===== src/rtl/autorange_ctrl.sv =====
// autorange_ctrl: measurement sequencer that picks an analog front-end range.
// Each measurement settles the AFE, runs one conversion and evaluates the
// saturation flags. A saturated reading steps the range up or down and repeats;
// a clean reading (or saturation at either end of the scale) finishes it.
// Ports:
//   clk_i, rst_ni                 clock, async active-low reset
//   start_i                       measurement request (sampled in IDLE only)
//   conv_done_i, conv_error_i     converter completion / fault pulses
//   sat_hi_i, sat_lo_i, result_i  converter flags and count, valid with conv_done_i
//   conv_start_o                  one-cycle conversion request
//   range_sel_o                   range currently applied to the AFE
//   busy_o, meas_valid_o          sequence active / one-cycle result strobe
//   overrange_o, underrange_o     saturated at the largest / most sensitive range
//   error_o                       fault, timeout or oscillation; sticky until next start
//   meas_result_o, meas_range_o   latched result and the range it was taken on
module autorange_ctrl #(
  parameter int RANGE_SEL_WIDTH = 2,
  parameter int NUM_RANGES      = 4,
  parameter int SETTLE_CYCLES   = 16,
  parameter int TIMEOUT_CYCLES  = 65535,
  parameter int MAX_STEPS       = 4
) (
  input  logic                       clk_i,
  input  logic                       rst_ni,
  input  logic                       start_i,
  input  logic                       conv_done_i,
  input  logic                       conv_error_i,
  input  logic                       sat_hi_i,
  input  logic                       sat_lo_i,
  input  logic [31:0]                result_i,
  output logic                       conv_start_o,
  output logic [RANGE_SEL_WIDTH-1:0] range_sel_o,
  output logic                       busy_o,
  output logic                       meas_valid_o,
  output logic                       overrange_o,
  output logic                       underrange_o,
  output logic                       error_o,
  output logic [31:0]                meas_result_o,
  output logic [RANGE_SEL_WIDTH-1:0] meas_range_o
);

  localparam int SW = (SETTLE_CYCLES > 1) ? $clog2(SETTLE_CYCLES) : 1;
  localparam int TW = $clog2(TIMEOUT_CYCLES + 1);
  localparam int PW = $clog2(MAX_STEPS + 1);
  localparam int RW = RANGE_SEL_WIDTH;

  localparam logic [SW-1:0] SETTLE_LOAD = SW'(SETTLE_CYCLES - 1);
  localparam logic [TW-1:0] TMO_LAST    = TW'(TIMEOUT_CYCLES - 1);
  localparam logic [PW-1:0] STEP_MAX    = PW'(MAX_STEPS);
  localparam logic [RW-1:0] RANGE_TOP   = RW'(NUM_RANGES - 1);

  typedef enum logic [2:0] {
    S_IDLE, S_SETTLE, S_CONVERT, S_EVAL, S_DONE, S_ERROR
  } state_t;

  state_t        state, state_n;
  logic [SW-1:0] settle_cnt;
  logic [TW-1:0] tmo_cnt;
  logic [PW-1:0] step_cnt;
  logic [RW-1:0] range_q;
  logic [31:0]   cap_result;
  logic          cap_hi, cap_lo;
  logic [31:0]   meas_result_q;
  logic [RW-1:0] meas_range_q;
  logic          err_q, ovr_q, und_q;

  // EVAL decision strobes, produced alongside the next state
  logic range_up, range_dn, set_ovr, set_und;

  // state register
  always_ff @(posedge clk_i or negedge rst_ni) begin
    if (!rst_ni) state <= S_IDLE;
    else         state <= state_n;
  end

  // next state
  always_comb begin
    state_n  = state;
    range_up = 1'b0;
    range_dn = 1'b0;
    set_ovr  = 1'b0;
    set_und  = 1'b0;
    case (state)
      S_IDLE:   if (start_i) state_n = S_SETTLE;
      S_SETTLE: if (settle_cnt == '0) state_n = S_CONVERT;
      S_CONVERT: begin
        // a fault wins over a simultaneous done
        if (conv_error_i)            state_n = S_ERROR;
        else if (conv_done_i)        state_n = S_EVAL;
        else if (tmo_cnt == TMO_LAST) state_n = S_ERROR;
      end
      S_EVAL: begin
        if (cap_hi && cap_lo) begin
          state_n = S_ERROR;
        end else if (cap_hi) begin
          if (range_q < RANGE_TOP) begin
            // step budget exhausted: the loop is oscillating
            if (step_cnt == STEP_MAX) state_n = S_ERROR;
            else begin range_up = 1'b1; state_n = S_SETTLE; end
          end else begin
            set_ovr = 1'b1;
            state_n = S_DONE;
          end
        end else if (cap_lo) begin
          if (range_q != '0) begin
            if (step_cnt == STEP_MAX) state_n = S_ERROR;
            else begin range_dn = 1'b1; state_n = S_SETTLE; end
          end else begin
            set_und = 1'b1;
            state_n = S_DONE;
          end
        end else begin
          state_n = S_DONE;
        end
      end
      S_DONE:  state_n = S_IDLE;
      S_ERROR: state_n = S_IDLE;
      default: state_n = S_IDLE;
    endcase
  end

  // counters, captured data and status registers
  always_ff @(posedge clk_i or negedge rst_ni) begin
    if (!rst_ni) begin
      settle_cnt    <= '0;
      tmo_cnt       <= '0;
      step_cnt      <= '0;
      range_q       <= RANGE_TOP;
      cap_result    <= '0;
      cap_hi        <= 1'b0;
      cap_lo        <= 1'b0;
      meas_result_q <= '0;
      meas_range_q  <= '0;
      err_q         <= 1'b0;
      ovr_q         <= 1'b0;
      und_q         <= 1'b0;
    end else begin
      if (state_n == S_ERROR) err_q <= 1'b1;
      case (state)
        S_IDLE: if (start_i) begin
          settle_cnt <= SETTLE_LOAD;
          step_cnt   <= '0;
          err_q      <= 1'b0;
          ovr_q      <= 1'b0;
          und_q      <= 1'b0;
        end
        S_SETTLE: begin
          // timeout counter is zeroed on the way into CONVERT, so it also
          // marks the first CONVERT cycle
          if (settle_cnt != '0) settle_cnt <= settle_cnt - SW'(1);
          else                  tmo_cnt    <= '0;
        end
        S_CONVERT: begin
          tmo_cnt <= tmo_cnt + TW'(1);
          if (conv_done_i && !conv_error_i) begin
            cap_result <= result_i;
            cap_hi     <= sat_hi_i;
            cap_lo     <= sat_lo_i;
          end
        end
        S_EVAL: begin
          if (range_up || range_dn) begin
            step_cnt   <= step_cnt + PW'(1);
            settle_cnt <= SETTLE_LOAD;
          end
          if (range_up) range_q <= range_q + RW'(1);
          if (range_dn) range_q <= range_q - RW'(1);
          if (state_n == S_DONE) begin
            meas_result_q <= cap_result;
            meas_range_q  <= range_q;
          end
          if (set_ovr) ovr_q <= 1'b1;
          if (set_und) und_q <= 1'b1;
        end
        default: ;
      endcase
    end
  end

  // outputs
  always_comb begin
    conv_start_o = (state == S_CONVERT) && (tmo_cnt == '0);
    busy_o       = (state != S_IDLE);
    meas_valid_o = (state == S_DONE);
  end

  assign range_sel_o   = range_q;
  assign overrange_o   = ovr_q;
  assign underrange_o  = und_q;
  assign error_o       = err_q;
  assign meas_result_o = meas_result_q;
  assign meas_range_o  = meas_range_q;

endmodule

===== config.mk =====
export PLATFORM = sky130hd
export DESIGN_NAME = autorange_ctrl
export DESIGN_NICKNAME = d
export VERILOG_FILES = /design/src/rtl/autorange_ctrl.sv
export SDC_FILE = /design/constraint.sdc
export NUM_CORES = 1
export LEC_CHECK = 0
export BUFFER_PORTS_ARGS = -buffer_cell sky130_fd_sc_hd__buf_4
export CAP_MARGIN = 20
export CORE_MARGIN = 2
export CORE_UTILIZATION = 40
export CTS_CLUSTER_DIAMETER = 100
export DETAILED_ROUTE_END_ITERATION = 6
export SYNTH_ARGS = -nofsm -noshare
export SYNTH_HDL_FRONTEND = slang
export SYNTH_SLANG_ARGS = --single-unit

===== constraint.sdc =====
create_clock -name clk_i -period 2.69 [get_ports clk_i]
set_input_delay 0.1345 -clock clk_i [delete_from_list [all_inputs] [get_ports clk_i]]
set_output_delay 0.1345 -clock clk_i [all_outputs]
set_load 0.02 [all_outputs]

==> reports/qor.json <==
{
  "timing": {
    "setup_viol_count_final": 0,
    "fin_crit_sh_pct": 74.4,
    "rsz0062_at_grt": "false",
    "max_slew.worst_pin.slew_ns": 0.923,
    "slew-limit-headroom_pct": 38.5,
    "finalMaxSlewViolations": 0,
    "period_needed_ns": 2.00,
    "timing.final.hold_violations": 0,
    "totalNegativeSetupSlack_ns": 0,
    "finClkSkew_ns": 0.0135,
    "setup_slack_ns": 0.689,
    "achievable_frequency_mhz": 500
  },
  "global_routing": {
    "grt_antenna_before_repair": 0,
    "track_usage_pct": 16.0,
    "grt_pass1_vias": 3091,
    "global_route_wire_length_before_repair_mm": 14.6,
    "grt_max_degree": 76,
    "overflow": 0
  },
  "floorplan": {
    "die_h_microns": 108,
    "placementRows": 37,
    "die_x_microns": 108,
    "placeableCoreArea_sq_um": 10400,
    "io-pin-count": 81,
    "floorplan.initialDensity_pct": 41.4,
    "design.die.area_sq_um": 11600
  },
  "yosys": {
    "ys_seq_elements": 99,
    "synth_top_flop_cell": "dfrtp_1",
    "synth.lib_cells_used.distinct": 51,
    "synth_top_area_share_pct": 56.5,
    "synth_top_cells_by_area": "dfrtp_1 56%, mux2_2 18%, o21ai_0 2.6%, nand2_1 1.9%, ha_1 1.7%",
    "synthesis.area_sq_um": 4300,
    "synthesis.nets": 382,
    "synth-async-reset-ratio_pct": 100,
    "ys_seq_area_share_pct": 57.7,
    "synth_enable_flop_cells": 0,
    "yosysTopAreaCell": "dfrtp_1",
    "ys.warnings.count": 0,
    "syn-mean-instance-area_sq_um": 12.7,
    "synth_cells": 337
  },
  "placed_design": {
    "globalplace.congestion": 0.794,
    "dp_hpwl_mm": 5.93,
    "placement.io_buffers": 80,
    "pre_cts_ws_ns": 0.680
  },
  "setup_path": {
    "worst_setup_path_end_kind": "register",
    "critPathLaunch": "state[0]",
    "cp_class": "register to register",
    "worstReg2RegEnd": "cap_lo",
    "timing.reg2reg.setup_slack_ns": 0.69,
    "worst-endpoint-arrival_ns": 2.25,
    "crit_path_max_fanout": 22,
    "rr_worst_depth": 5,
    "worst_ep_required_time_ns": 2.94,
    "startpoint_type": "register",
    "r2r_start": "state[0]"
  },
  "layout": {
    "diodes": 0,
    "area_delta_synth_final_pct": 29.6,
    "finalNetCount": 501,
    "nFillCells": 934,
    "final_layout_size_suffix_gt1_share_pct": 39.5
  },
  "drt": {
    "post-route-drc-count": 0,
    "drt_pre_antenna_iters": 4,
    "routed_wl_mm": 8.69,
    "ant_nets": 0,
    "overall_via_count_from_detail_route": 3025,
    "dr.first_iter.drc_count": 110,
    "viasPerCell": 5.07,
    "detail_route.wl_per_cell_microns": 14.6
  },
  "clock_network": {
    "worstSkewPairLatency_ns": 0.37,
    "clk_path_buf_depth": 2,
    "cts_sinks": 99,
    "cts.htree.levels": 3,
    "ctsRootBufferMaster": "clkbuf_8",
    "tritoncts": "built",
    "clk_transition_reported_paths_ns": 0.09,
    "number_of_buffers_created_by_cts": 9
  },
  "job": {
    "maxCapViolations": 0
  },
  "power": {
    "peakVddDrop_v": 0.000339,
    "power_per_cell_area_nw_per_um2": 772,
    "cellLeakagePower_uw": 0.00276
  },
  "status": {
    "result_of_the_run": "completed"
  },
  "worst_hold_path": {
    "hold_start": "result_i[27]",
    "holdPathEnd": "cap_result[27]",
    "hold_depth": 2,
    "min-delay-path-class": "primary input to register"
  }
}
==> metrics by stage <==
step	hold slack (ns)	total power (uW)	util, %	instances	instance area (sq um)
2_1_floorplan	-0.161	2850	-	337	4300
3_3_place_gp	0.340	3380	48.6	547	5040
3_5_place_dp	0.333	3410	48.6	547	5040
4_1_cts	0.000813	4350	53.5	595	5550
5_1_grt	0.00718	4570	53.7	597	5570
6_report	0.0265	4300	53.7	597	5570
==> layout make-up <==
class                   count  area (sq um)  area share (%)
multi-input cells         215          1700            30.4
clock inverters             6          55.1           0.989
repair buffers            120           998            17.9
well taps                 136           170            3.06
flip-flops and latches     99          2480            44.5
inverters                  11          41.3           0.742
clock buffers              10           128            2.29
==> worst max-delay path: stages, from the launching register on <==
cell and delay [ns]:
dfrtp_1 0.47, or3b_1 0.40, nor2_1 0.15, nand2_2 0.23, buf_4 0.31, mux2_2 0.31
==> report_power, final <==
group / total (uW) / switching (uW) / internal [uW]
registers: 2060 / 235 / 1830
clock network: 899 / 544 / 355
logic: 1340 / 655 / 685
total: 4300 / 1430 / 2870
==> Yosys cell counts (all sizes together), types with 3 or more instances <==
| cell | count |
|---|---|
| dfrtp | 97 |
| mux2 | 69 |
| nand2 | 23 |
| o21ai | 23 |
| nor2 | 16 |
| inv | 11 |
| buf | 10 |
| a21oi | 8 |
| nand3 | 7 |
| ha | 6 |
| nand4 | 6 |
| o211ai | 6 |
| o31ai | 5 |
| nor3 | 4 |
| nor4 | 4 |
| a31oi | 3 |
| and3 | 3 |
| or2 | 3 |
==> sequential cells by signal (all words and copies together), names as in the netlist, 2 cells and up <==
name / count
cap_result: 32
meas_range_o: 2
meas_result_o: 32
range_sel_o: 2
settle_cnt: 4
state: 3
step_cnt: 3
tmo_cnt: 16
==> kinds of logic (layout without fill, tap and decap cells) <==
family | after synthesis | count (layout) | share of synthesized area (%)
and+or+nand+nor | 82 | 82 | 10.9
xor gates and xnor gates | 3 | 3 | 0.612
DFF | 99 | 99 | 57.7
adders and majority gates | 6 | 6 | 1.75
buffers and inverters | 23 | 147 | 2.88
AOI/OAI and AO/OA | 54 | 54 | 7.83
muxes | 70 | 70 | 18.3
==> routing by layer <==
layer,track usage (%),part of all wire [%],up-vias
li1,-,-,1452
met1,20.6,44,1481
met2,26.5,50,75
met3,3.27,3.6,17
met4,6.41,2.3,0
met5,0,0,-
==> how the worst max path moves through the flow <==
stage                                  to  slack, ns
after global placement      cap_result[4]       0.72
after floorplan           meas_range_o[1]       0.79
after detailed placement   cap_result[11]       0.68
after global routing               cap_lo       0.53
after CTS                          cap_lo       0.67
final                              cap_lo       0.69
==> cells in the final DEF (no fill, tap or decap), types with 6 or more instances in the layout <==
cell	Yosys	layout
a21oi_1	8	8
nor2_1	16	16
dlygate4sd3_1	0	34
dfrtp_1	97	97
ha_1	6	6
clkbuf_8	0	9
nand2_1	22	21
inv_1	11	11
nand3_1	7	7
buf_4	0	85
mux2_2	69	69
o21ai_0	22	22
==> repair_timing <==
action                    CTS  global route
hold buffers               32             2
setup buffers               0             0
resized for setup           0             0
hold endpoints to repair  102             2
No activity file was read; power rests on OpenSTA's default activity.
